## src/rtl/muldiv_ctrl_pkg.sv

```systemverilog
// Shared types and constants for the multiply/divide sequencing controller.
package muldiv_ctrl_pkg;

  // M-extension op codes: bit3 = 32-bit (w) form, bit2 = divide family,
  // bit1 = remainder, bit0 = unsigned.
  typedef enum logic [3:0] {
    MUL_OP_MUL   = 4'b0000,
    MUL_OP_DIV   = 4'b0100,
    MUL_OP_DIVU  = 4'b0101,
    MUL_OP_REM   = 4'b0110,
    MUL_OP_REMU  = 4'b0111,
    MUL_OP_MULW  = 4'b1000,
    MUL_OP_DIVW  = 4'b1100,
    MUL_OP_DIVUW = 4'b1101,
    MUL_OP_REMW  = 4'b1110,
    MUL_OP_REMUW = 4'b1111
  } mulOp_e;

  typedef enum logic [2:0] {
    ST_IDLE,
    ST_ISSUE,
    ST_WAIT,
    ST_DONE,
    ST_DRAIN
  } ctrlState_e;

  localparam logic [63:0] INT64_MIN = 64'h8000_0000_0000_0000;
  localparam logic [31:0] INT32_MIN = 32'h8000_0000;

  // True for the ten op codes the datapath understands.
  function automatic logic isLegalOp(input logic [3:0] op);
    case (op)
      MUL_OP_MUL, MUL_OP_DIV, MUL_OP_DIVU, MUL_OP_REM, MUL_OP_REMU,
      MUL_OP_MULW, MUL_OP_DIVW, MUL_OP_DIVUW, MUL_OP_REMW, MUL_OP_REMUW:
        return 1'b1;
      default:
        return 1'b0;
    endcase
  endfunction

endpackage

```

## src/rtl/muldiv_special.sv

```systemverilog
// Combinational classifier for ops that never need the iterative datapath:
// illegal op codes, divide-by-zero and signed-overflow divides.
module muldiv_special
  import muldiv_ctrl_pkg::*;
(
  input  logic [3:0]  op_i,
  input  logic [63:0] a_i,
  input  logic [63:0] b_i,
  output logic        isSpecial_o,
  output logic        isIllegal_o,
  output logic [63:0] result_o
);

  logic isW;
  logic isDivFam;
  logic isRem;
  logic isUns;
  logic divZero;
  logic overflow;

  assign isW      = op_i[3];
  assign isDivFam = op_i[2];
  assign isRem    = op_i[1];
  assign isUns    = op_i[0];

  // Word ops only look at the low halves of the operands.
  assign divZero  = isW ? (b_i[31:0] == 32'd0) : (b_i == 64'd0);
  assign overflow = !isUns &&
                    (isW ? ((a_i[31:0] == INT32_MIN) && (b_i[31:0] == 32'hFFFF_FFFF))
                         : ((a_i == INT64_MIN) && (b_i == 64'hFFFF_FFFF_FFFF_FFFF)));

  // Resolve the RISC-V defined results for the corner cases locally.
  always_comb begin
    isIllegal_o = !isLegalOp(op_i);
    isSpecial_o = 1'b0;
    result_o    = 64'd0;
    if (!isIllegal_o && isDivFam) begin
      if (divZero) begin
        isSpecial_o = 1'b1;
        if (!isRem)   result_o = 64'hFFFF_FFFF_FFFF_FFFF;
        else if (isW) result_o = {{32{a_i[31]}}, a_i[31:0]};
        else          result_o = a_i;
      end else if (overflow) begin
        isSpecial_o = 1'b1;
        if (isRem)    result_o = 64'd0;
        else if (isW) result_o = {32'hFFFF_FFFF, INT32_MIN};
        else          result_o = a_i;
      end
    end
  end

endmodule

```

## src/rtl/muldiv_ctrl.sv

```systemverilog
// Sequencing controller between execute and the iterative mul/div datapath.
// One op in flight; corner cases answered locally; flush drains safely.
module muldiv_ctrl
  import muldiv_ctrl_pkg::*;
#(
  parameter int TIMEOUT = 127
) (
  input  logic        clk,
  input  logic        reset,
  input  logic        req_valid,
  output logic        req_ready,
  input  logic [3:0]  req_op,
  input  logic [63:0] req_a,
  input  logic [63:0] req_b,
  output logic        resp_valid,
  input  logic        resp_ready,
  output logic [63:0] resp_data,
  output logic        resp_err,
  input  logic        flush,
  output logic        dp_en,
  output logic        dp_newOp,
  output logic [3:0]  dp_op,
  output logic [63:0] dp_a,
  output logic [63:0] dp_b,
  input  logic        dp_busy,
  input  logic [63:0] dp_out
);

  localparam int CntW = (TIMEOUT > 1) ? $clog2(TIMEOUT) : 1;

  ctrlState_e    state_q, state_d;
  logic [3:0]    op_q, op_d;
  logic [63:0]   a_q, a_d;
  logic [63:0]   b_q, b_d;
  logic [63:0]   respData_q, respData_d;
  logic          respErr_q, respErr_d;
  logic [CntW-1:0] wdCnt_q, wdCnt_d;

  logic          isSpecial;
  logic          isIllegal;
  logic [63:0]   specResult;

  muldiv_special u_special (
    .op_i        (req_op),
    .a_i         (req_a),
    .b_i         (req_b),
    .isSpecial_o (isSpecial),
    .isIllegal_o (isIllegal),
    .result_o    (specResult)
  );

  // State, operand latches, response holding registers and watchdog.
  always_ff @(posedge clk) begin
    if (reset) begin
      state_q    <= ST_IDLE;
      op_q       <= 4'd0;
      a_q        <= 64'd0;
      b_q        <= 64'd0;
      respData_q <= 64'd0;
      respErr_q  <= 1'b0;
      wdCnt_q    <= '0;
    end else begin
      state_q    <= state_d;
      op_q       <= op_d;
      a_q        <= a_d;
      b_q        <= b_d;
      respData_q <= respData_d;
      respErr_q  <= respErr_d;
      wdCnt_q    <= wdCnt_d;
    end
  end

  // Next-state and handshake outputs; flush is tested before completion.
  always_comb begin
    state_d    = state_q;
    op_d       = op_q;
    a_d        = a_q;
    b_d        = b_q;
    respData_d = respData_q;
    respErr_d  = respErr_q;
    wdCnt_d    = wdCnt_q;
    req_ready  = 1'b0;
    resp_valid = 1'b0;
    dp_en      = 1'b0;
    dp_newOp   = 1'b0;
    case (state_q)
      ST_IDLE: begin
        req_ready = 1'b1;
        if (req_valid) begin
          op_d       = req_op;
          a_d        = req_a;
          b_d        = req_b;
          respData_d = 64'd0;
          respErr_d  = 1'b0;
          if (isIllegal) begin
            respErr_d = 1'b1;
            state_d   = ST_DONE;
          end else if (isSpecial) begin
            respData_d = specResult;
            state_d    = ST_DONE;
          end else begin
            state_d = ST_ISSUE;
          end
        end
      end
      ST_ISSUE: begin
        dp_en    = 1'b1;
        dp_newOp = 1'b1;
        wdCnt_d  = '0;
        state_d  = flush ? ST_DRAIN : ST_WAIT;
      end
      ST_WAIT: begin
        dp_en = 1'b1;
        if (flush) begin
          state_d = ST_DRAIN;
        end else if (!dp_busy) begin
          respData_d = dp_out;
          respErr_d  = 1'b0;
          state_d    = ST_DONE;
        end else if (wdCnt_q == CntW'(TIMEOUT - 1)) begin
          respData_d = 64'd0;
          respErr_d  = 1'b1;
          state_d    = ST_DONE;
        end else begin
          wdCnt_d = wdCnt_q + CntW'(1);
        end
      end
      ST_DONE: begin
        resp_valid = 1'b1;
        if (flush || resp_ready) state_d = ST_IDLE;
      end
      ST_DRAIN: begin
        dp_en = 1'b1;
        if (!dp_busy) state_d = ST_IDLE;
      end
      default: state_d = ST_IDLE;
    endcase
  end

  assign resp_data = respData_q;
  assign resp_err  = respErr_q && resp_valid;
  assign dp_op     = op_q;
  assign dp_a      = a_q;
  assign dp_b      = b_q;

endmodule

```

## config.mk

```make
export PLATFORM = sky130hd
export DESIGN_NAME = muldiv_ctrl
export DESIGN_NICKNAME = d
export VERILOG_FILES = /design/src/rtl/muldiv_ctrl_pkg.sv /design/src/rtl/muldiv_special.sv /design/src/rtl/muldiv_ctrl.sv
export SDC_FILE = /design/constraint.sdc
export NUM_CORES = 1
export LEC_CHECK = 0
export CORE_UTILIZATION = 38
export CTS_CLUSTER_DIAMETER = 30
export DETAILED_ROUTE_END_ITERATION = 6
export HOLD_SLACK_MARGIN = 0.02
export PLACE_DENSITY = 0.74
export SLEW_MARGIN = 40
export SYNTH_ARGS = -nofsm -noshare
export SYNTH_HDL_FRONTEND = slang
export SYNTH_SLANG_ARGS = --single-unit
export TNS_END_PERCENT = 50
```

## constraint.sdc

```tcl
create_clock -name clk -period 2.33 [get_ports clk]
set_input_delay 0.466 -clock clk [delete_from_list [all_inputs] [get_ports clk]]
set_output_delay 0.466 -clock clk [all_outputs]
set_load 0.01 [all_outputs]
```

==> flow_summary.yaml, run 1 <==
yosys:
  synthCells: 1148
  synthDistinctLibCells: 58
  syn_avg_cell_area_sq_um: 7.90
  synth_edf_count: 0
  netlist_area_sq_mm: 0.00907
  async_flop_share_pct: 0
  yosysWarnings: 0
  synth_nets: 1352
  ys_seq_elements: 207
  synth_flop_cell: "dfxtp_1"
  yosysSeqAreaShare_pct: 45.7
sta:
  drv_slew: 0
  fin_skew_ns: 0.0130
  layout_min_cycle_time_ns: 2.34
  postLayoutSetupSlackWorst_ns: -0.0108
  timing.final.crit_share_pct: 100
  hold_slack_ns: 0.240
  finalHoldViolations: 0
  max_slew_margin_pct: 54.2
  max_freq_ghz: 0.427
  finalSetupViolCount: 1
  tightest_slew_ns: 0.687
setup_path:
  crit_path_end_kind: "flop"
  critPathLaunch: "req_a[28]"
  reg2reg_to: "resp_data[56]"
  crit-reg2reg-launch: "wdCnt_q[2]"
  reg2regPathDepth: 7
  worst-setup-path-type: "primary input to flop"
  start_kind: "primary input"
  crit_fanout: 8
  worst_ep_arrival_time_ns: 2.77
  reg2reg_slack_ns: 0.27
  cp.required_ns: 2.76
routing:
  viasPerCell: 5.39
  wl_microns: 39000
  drt_iter0_markers: 829
  ant_nets: 0
  drc: 0
  dr.pass1.iters: 6
  vias: 10900
  post_drt_wl_per_cell_microns: 19.2
cells_and_area:
  nNetsFinal: 1883
  diodes: 0
  drive_above_1_share_pct: 19.1
  syn_to_final_growth_pct: 83.4
pwr:
  p_leak_uw: 0.00652
  sequentialPowerShare_pct: 26.8
  power_uw: 18900
  p_switching_uw: 6270
  swShare_pct: 33.2
  intPower_uw: 12600
  comb_power_share_pct: 38.1
  p_clk_share_pct: 35.1
  powerDensity_mw_per_mm2: 1140
  vdd_drop_max_mv: 0.786
worst_hold_path:
  hold_end: "dp_a[23]"
  hold_class: "primary input to flop"
  hold_path_depth: 3
  min_from: "req_a[23]"
cts:
  cts_max_path_buffers: 3
  cts_inserted_buffers: 47
  h-tree-depth: 2
  cts_sinks: 207
  cts_tree: "done"
  root_buffer: "clkbuf_16"
  clkLatencyLatePin_ns: 0.52
  cts_hold_buffers: 0
  clkTransAtPathRegs_ns: 0.04
floorplanning:
  start_util_pct: 38.6
  fp-row-count: 56
  die_w_microns: 156
  dieArea_sq_mm: 0.0245
  io_pins: 403
  die_h_microns: 156
  core_area_sq_mm: 0.0235
grt:
  overflow: 0
  grtUsageTotal_pct: 30.3
  grt_pass1_vias: 10600
  antenna_found_initial: 0
  grt_pass1_wl_microns: 57900
  grt_max_degree: 133
place:
  io_buffers: 402
  finalWeightedCongestion: 0.881
  dp_hpwl_microns: 26300
run:
  drv_cap: 0
status:
  violations: "negative setup slack"
  outcome: "finished, violations left"
==> cell type report <==
type / instances / area [sq um]
Clock inverter: 22 / 283
Timing Repair Buffer: 578 / 5670
Tap cell: 319 / 399
Inverter: 6 / 22.5
Clock buffer: 61 / 1320
Multi-Input combinational cell: 839 / 4800
Sequential cell: 207 / 4150
Fill cell: 1830 / 6830
==> flip-flops by register name (all words and copies together), names as in the netlist <==
signal / flops
dp_a: 64
dp_b: 64
dp_op: 4
respErr_q: 1
resp_data: 64
state_q: 3
wdCnt_q: 7
==> worst max-delay path by stage <==
stage                         end  slack [ns]  cells after the start
finish              resp_data[56]       -0.01                     11
global route        resp_data[61]       -0.07                     11
CTS                 resp_data[47]       0.001                     11
detailed placement  resp_data[63]       -0.91                      8
global placement    resp_data[63]       -0.88                      8
floorplan           resp_data[31]       0.008                      7
==> cell families (layout without fill, tap and decap cells) <==
| logic type | count (synthesis) | count (layout) | share of synthesized area (%) |
|---|---|---|---|
| AOI/OAI and AO/OA | 345 | 345 | 24.6 |
| buffers and inverters | 102 | 667 | 4.69 |
| DFF | 207 | 207 | 45.7 |
| xor gates and xnor gates | 7 | 7 | 0.676 |
| adders and majority gates | 2 | 2 | 0.276 |
| and+or+nand+nor | 483 | 483 | 23.8 |
| muxes | 2 | 2 | 0.235 |
==> critical path: stages <==
cell	delay (ns)
dlygate4sd2_1	0.26
nor3_2	0.17
buf_4	0.13
nand4_1	0.15
buf_4	0.21
or3_4	0.38
o31ai_4	0.38
buf_6	0.18
buf_12	0.14
a211oi_4	0.07
nor3_2	0.22
==> stage by stage <==
stage / setup slack, ns / std cells / instance area, sq um / setup TNS (ns) / utilization (%)
global route: -0.0666 / 2032 / 16600 / -0.170 / 70.9
floorplan: 0.00783 / 1148 / 9070 / 0 / -
detailed placement: -0.914 / 1934 / 14600 / -41.19 / 62.1
global placement: -0.881 / 1934 / 14600 / -39.00 / 62.1
finish: -0.0108 / 2032 / 16600 / -0.0108 / 70.9
CTS: 0.00134 / 2028 / 16400 / 0 / 69.9
==> synthesized netlist by cell type (3+ instances only) <==
master    number  area [sq um]
dfxtp_1      207          4140
nor3_2         7          70.1
nand4b_1       3          26.3
o21bai_1      32           240
a21oi_1      138           691
buf_2         15          75.1
buf_1          3          11.3
nor3_1        32           160
nor4_1        28           175
nand2b_1       3          18.8
or4_1          6          45.0
a211oi_1      62           465
clkbuf_1      74           278
o21ai_0       35           175
nand3_1        6          30.0
a21o_1        31           233
nor2_1        47           176
nand4_1       23           144
nand2_1      308          1160
inv_1          5          18.8
buf_6          3          33.8
xor2_1         6          52.6
a311oi_1      31           272
==> layout by cell type (no fill, tap or decap), drive strengths merged, types with 3 or more instances in the layout <==
cell type      count
nor3              39
nand2            308
dlymetal6s2s      28
dlygate4sd2       22
nand2b             3
clkbuf            70
a311oi            31
a21o              31
o21ai             36
clkinvlp           3
o21bai            32
clkdlybuf4s50    339
or4                6
inv                6
nand4             23
clkdlybuf4s15      5
nand3              6
clkinv            13
nor4              29
nand4b             3
a21oi            138
buf              175
xor2               6
nor2              48
dfxtp            207
a211oi            64
bufinv             6
nor3b              3
==> per-layer routing <==
metal  vias up  wire length, microns  GRT usage, %
li1       5151                     -             -
met1      5127                 15100          35.3
met2       528                 18500          50.4
met3       140                  3350          8.75
met4         0                  2050          15.3
met5         -                     0             0
==> power groups by stage <==
| stage | sequential, uW | combinational [uW] | clock, uW |
|---|---|---|---|
| global route | 5160 | 7730 | 6890 |
| finish | 5070 | 7200 | 6630 |
| floorplan | 5450 | 2960 | 0 |
| global placement | 5050 | 6940 | 0 |
| CTS | 5050 | 7060 | 6700 |
| detailed placement | 5090 | 7020 | 0 |
==> repair_timing <==
action | CTS | global route
pin swaps | 15 | 37
buffers inserted | 8 | 4
gates cloned | 3 | 3
setup endpoints to repair | 38 | 66
gates resized for setup | 56 | 84
(Power assumes the default switching activity.)
==> inputs of run 2 (changes only) <==
- ABC_CLOCK_PERIOD_IN_PS: not set -> 2330
- SETUP_SLACK_MARGIN: not set -> 0.1
==> run 2 against run 1 <==
  * The run now ends clean
  * Die area is the same
  * Setup slack improved by 0.11 ns
  * Total power rose by 2.9%
  * Routed wire length increased by 7.3%
  * Utilization increased by 2.1 points
  * Critical path depth down 4
  * Global-route usage is 2.3 points higher
  * Maximum frequency is 4.9% higher
  * Sequential cell count unchanged
  * Non-clock buffer count is 22 higher
  * Hold slack worse by 0.0032 ns
  * Cell count grew 1.6%
==> flow_summary.yaml, run 2 (synthesis gave the netlist of run 1 again) <==
setup_path:
  cp.required_ns: 2.76
  crit_buf_inv: 1
  worst-setup-path-type: "primary input to flop"
  critPathMaxStageDelay_ns: 0.54
  crit_slowest_cell: "or4_1"
  crit-reg2reg-launch: "state_q[1]"
  crit_family: "simple AND/OR/NAND/NOR gates"
  critPathLaunch: "req_a[57]"
  start_kind: "primary input"
  crit_path_end_kind: "flop"
  reg2reg_slack_ns: 0.32
  crit_fanout: 2
  path_cells: "clkdlybuf4s50_1, nor4_2, nand2_1, or4_1, o31a_1, o211a_1, a2111oi_2"
  worst_ep_arrival_time_ns: 2.66
worst_hold_path:
  min_from: "req_b[35]"
  hold_class: "primary input to flop"
routing:
  vias: 11200
  ant_nets: 0
  viasPerCell: 5.44
  drt_iter0_markers: 734
  wl_microns: 41900
  dr.pass1.iters: 5
  post_drt_wl_per_cell_microns: 20.3
  drc: 0
cts:
  clkLatencyLatePin_ns: 0.53
  clkTransAtPathRegs_ns: 0.05
  cts_sinks: 207
  cts_max_path_buffers: 3
  h-tree-depth: 2
  cts_inserted_buffers: 48
  root_buffer: "clkbuf_16"
  cts_tree: "done"
sta:
  fin_skew_ns: 0.0100
  drv_slew: 0
  tightest_slew_ns: 0.642
  timing.final.crit_share_pct: 95.8
  layout_min_cycle_time_ns: 2.23
  postLayoutSetupSlackWorst_ns: 0.0987
  fin_tns_setup_ns: 0
  max_freq_ghz: 0.448
  rsz0062_at_grt: "true"
  finalSetupViolCount: 0
  max_slew_margin_pct: 57.2
  finalHoldViolations: 0
pwr:
  vdd_drop_max_mv: 0.875
  power_uw: 19400
  p_leak_uw: 0.00687
  powerDensity_mw_per_mm2: 1140
cells_and_area:
  drive_above_1_share_pct: 20.7
  syn_to_final_growth_pct: 88.8
  nNetsFinal: 1906
  fillers: 1726
  final_cell_mix: "nand2_1 (306), clkdlybuf4s50_1 (304), dfxtp_1 (204)"
  utilization_pct: 72.9
  final_common_cell: "nand2_1"
grt:
  overflow: 0
  grtUsageTotal_pct: 32.5
  grt_pass1_wl_microns: 61200
  antenna_found_initial: 3
  grt_max_degree: 80
  grt_pass1_vias: 11100
floorplanning:
  start_util_pct: 38.6
  die_h_microns: 156
  fp-row-count: 56
  io_pins: 403
  core_area_sq_mm: 0.0235
  dieArea_sq_mm: 0.0245
  die_w_microns: 156
place:
  dp_hpwl_microns: 27900
  io_buffers: 402
  finalWeightedCongestion: 0.883
  dpl_worst_slack_ns: -0.723
status:
  outcome: "completed"
run:
  drv_cap: 0
## run 2: cell count changes in the layout (fill, tap and decap cells not counted), sizes merged
cell,change
clkdlybuf4s50,-35
dlygate4sd2,+28
inv,+3
buf,+24
dlymetal6s2s,+6
clkinv,-1
clkinvlp,+1
bufinv,+2
clkbuf,+1
diode,+4
## run 2: layer usage
metal / track usage (%) / wire (microns)
met1: 35.6 / 15600
met2: 55.0 / 20000
met3: 9.64 / 3760
met4: 20.7 / 2530
met5: 0 / 0
## run 2: path summary, 6_finish.rpt
| path | cells after the start | endpoint |
|---|---|---|
| setup / recovery | 7 | resp_data[63] |
| hold / removal | 3 | dp_b[35] |
| setup reg to reg | 8 | resp_data[35] |
| hold reg to reg | 2 | dp_b[42] |
## run 2: timing repair
| action | in CTS | in global routing |
|---|---|---|
| hold buffers | 0 | 0 |
| buffers inserted | 16 | 6 |
| cloned | 8 | 2 |
| pin swaps | 44 | 54 |
| setup endpoints to repair | 70 | 68 |
| gates resized for setup | 115 | 94 |
## run 2: layout make-up
| cell class | instances | area (sq um) | area share, % |
|---|---|---|---|
| antenna | 4 | 10.0 | 0.0585 |
| clock buffer | 63 | 1360 | 7.94 |
| clock inverter | 27 | 364 | 2.13 |
| inverter | 6 | 22.5 | 0.132 |
| multi-input combinational | 839 | 4840 | 28.3 |
| sequential | 207 | 4150 | 24.3 |
| tap | 319 | 399 | 2.33 |
| timing repair buffer | 600 | 5970 | 34.9 |
## run 2: tightest hold or removal path, stage by stage
cell and delay, ns:
dlymetal6s2s_1 0.14, nand2_1 0.06, a21oi_1 0.05
## run 2: report_power, final
group          internal (uW)  switching, uW  total, uW  leakage, uW
Combinational           3510           3730       7240      0.00433
Sequential              4530            570       5100      0.00170
Clock                   4970           2150       7110     0.000843
Total                  13000           6450      19400      0.00687
## run 2: per-stage QoR
| stage | area (sq um) | hold slack (ns) | std cells |
|---|---|---|---|
| after floorplan | 9110 | 0.471 | 1148 |
| after global placement | 14700 | 0.440 | 1939 |
| after detailed placement | 14700 | 0.446 | 1939 |
| after CTS | 16800 | 0.316 | 2053 |
| after global routing | 17100 | 0.238 | 2063 |
| final | 17100 | 0.237 | 2065 |
==> inputs of run 3 (changes only) <==
--- a/constraint.sdc
+++ b/constraint.sdc
@@ -3,2 +3,2 @@
 set_output_delay 0.466 -clock clk [all_outputs]
-set_load 0.01 [all_outputs]
+set_load 0.1 [all_outputs]
==> run 3 against run 2 <==
  * Sequential cell count did not move
  * Cell count about the same
  * Combinational power grew 85%
  * Clock-buffer cell count grew 3
  * First-iteration DRC count is 6.3% lower
  * Total power is 32% higher
  * Via count fell by 3.0%
  * Die area is the same
  * Clock skew up 0.0045 ns
  * Critical endpoint is now resp_data[56]
  * Highest routed layer is now met5
==> flow_summary.yaml, run 3 (synthesis gave the netlist of run 1 again) <==
status:
  outcome: "completed"
grt:
  grt_pass1_vias: 10800
  grtUsageTotal_pct: 30.3
  grt_pass1_wl_microns: 58000
  overflow: 0
  antenna_found_initial: 6
  grt_max_degree: 76
sta:
  fin_skew_ns: 0.0145
  finalHoldViolations: 0
  layout_min_cycle_time_ns: 2.31
  rsz0062_at_grt: "true"
  tightest_slew_ns: 0.651
  fin_tns_setup_ns: 0
  drv_slew: 0
  finalSetupViolCount: 0
  max_freq_ghz: 0.433
  max_slew_margin_pct: 56.6
  postLayoutSetupSlackWorst_ns: 0.0221
  timing.final.crit_share_pct: 99.1
cells_and_area:
  nNetsFinal: 1905
  final_common_cell: "buf_4"
  final_cells: 2066
  drive_above_1_share_pct: 35.2
  stdcell_area_sq_mm: 0.0167
  utilization_pct: 71.0
  syn_to_final_growth_pct: 83.7
  final_cell_mix: "buf_4 (360), nand2_1 (307), dfxtp_1 (204)"
floorplanning:
  start_util_pct: 38.6
  dieArea_sq_mm: 0.0245
  die_w_microns: 156
  io_pins: 403
  core_area_sq_mm: 0.0235
  die_h_microns: 156
  fp-row-count: 56
setup_path:
  critPathLaunch: "req_b[58]"
  cp.required_ns: 2.79
  crit_fanout: 8
  worst-setup-path-type: "primary input to flop"
  reg2reg_slack_ns: 0.24
  start_kind: "primary input"
  reg2reg_to: "resp_data[49]"
  crit-reg2reg-launch: "wdCnt_q[2]"
  worst_ep_arrival_time_ns: 2.77
  reg2regPathDepth: 8
  crit_path_end_kind: "flop"
  worstSetupEndpoint: "resp_data[56]"
cts:
  cts_tree: "done"
  cts_sinks: 207
  cts_inserted_buffers: 51
  cts_hold_buffers: 0
  cts_max_path_buffers: 3
  h-tree-depth: 2
  root_buffer: "clkbuf_16"
  clkLatencyLatePin_ns: 0.53
  clkTransAtPathRegs_ns: 0.05
pwr:
  p_leak_uw: 0.00705
  powerDensity_mw_per_mm2: 1540
  sequentialPowerShare_pct: 19.9
  swShare_pct: 50.4
  p_switching_uw: 12900
  vdd_drop_max_mv: 0.964
  p_clk_share_pct: 27.7
  comb_power_share_pct: 52.4
  intPower_uw: 12700
routing:
  post_drt_wl_per_cell_microns: 18.6
  ant_nets: 0
  dr.pass1.iters: 7
  drc: 0
  vias: 10900
  wl_microns: 38500
  drt_iter0_markers: 688
  viasPerCell: 5.27
place:
  finalWeightedCongestion: 0.861
  place_area_sq_mm: 0.0145
  io_buffers: 402
  dp_hpwl_microns: 26700
  place_inst: 1947
  dpl_worst_slack_ns: -0.912
run:
  drv_cap: 0
worst_hold_path:
  min_from: "req_a[20]"
  hold_path_depth: 3
  hold_class: "primary input to flop"
-- run 3: layout make-up --
cell class / instances / area (sq um)
flip-flops and latches: 207 / 4150
diodes: 6 / 15.0
repair buffers: 596 / 5270
clock inverters: 27 / 328
fillers: 1817 / 6810
clock buffers: 66 / 1430
multi-input cells: 839 / 5060
well taps: 319 / 399
inverters: 6 / 22.5
-- run 3: worst min-delay path by stage --
stage | to
CTS | dp_a[20]
finish | dp_a[20]
detailed placement | dp_b[25]
floorplan | respErr_q
global placement | dp_a[26]
global route | dp_a[20]
-- run 3: repair_timing --
item                                    in CTS  in global routing
gates resized for setup                    127                 75
pin swaps                                   44                 28
gates cloned                                 2                  0
endpoints found under the setup margin      67                 66
buffers inserted                            12                  6
-- run 3: power groups by stage --
stage	sequential (uW)	combinational (uW)	clock [uW]
after floorplan	11600	3610	0
after global placement	5100	13300	0
after detailed placement	5130	13400	0
after CTS	5090	13400	7180
after global routing	5210	14000	7390
final	5100	13400	7110
-- run 3: routing by layer --
layer  track usage, %  wire, microns  vias to the layer above
met1             33.7          14500                     5113
met3             9.08           3360                       98
met2             52.8          18800                      471
met4             14.4           1720                        2
met5                0             10                        -
li1                 -              -                     5211
-- run 3: through the flow --
stage / total power [uW] / hold slack [ns]
2_1_floorplan: 15200 / 0.471
3_3_place_gp: 18300 / 0.442
3_5_place_dp: 18500 / 0.447
4_1_cts: 25700 / 0.301
5_1_grt: 26600 / 0.223
6_report: 25700 / 0.229
-- run 3: worst max-delay path, stage by stage --
cell and delay, ns:
clkdlybuf4s50_1 0.49, buf_4 0.12, nand4_1 0.10, or4_4 0.60, o31ai_4 0.32, buf_6 0.16
buf_16 0.10, buf_12 0.11, buf_6 0.09, a211oi_2 0.05, nor3_2 0.16
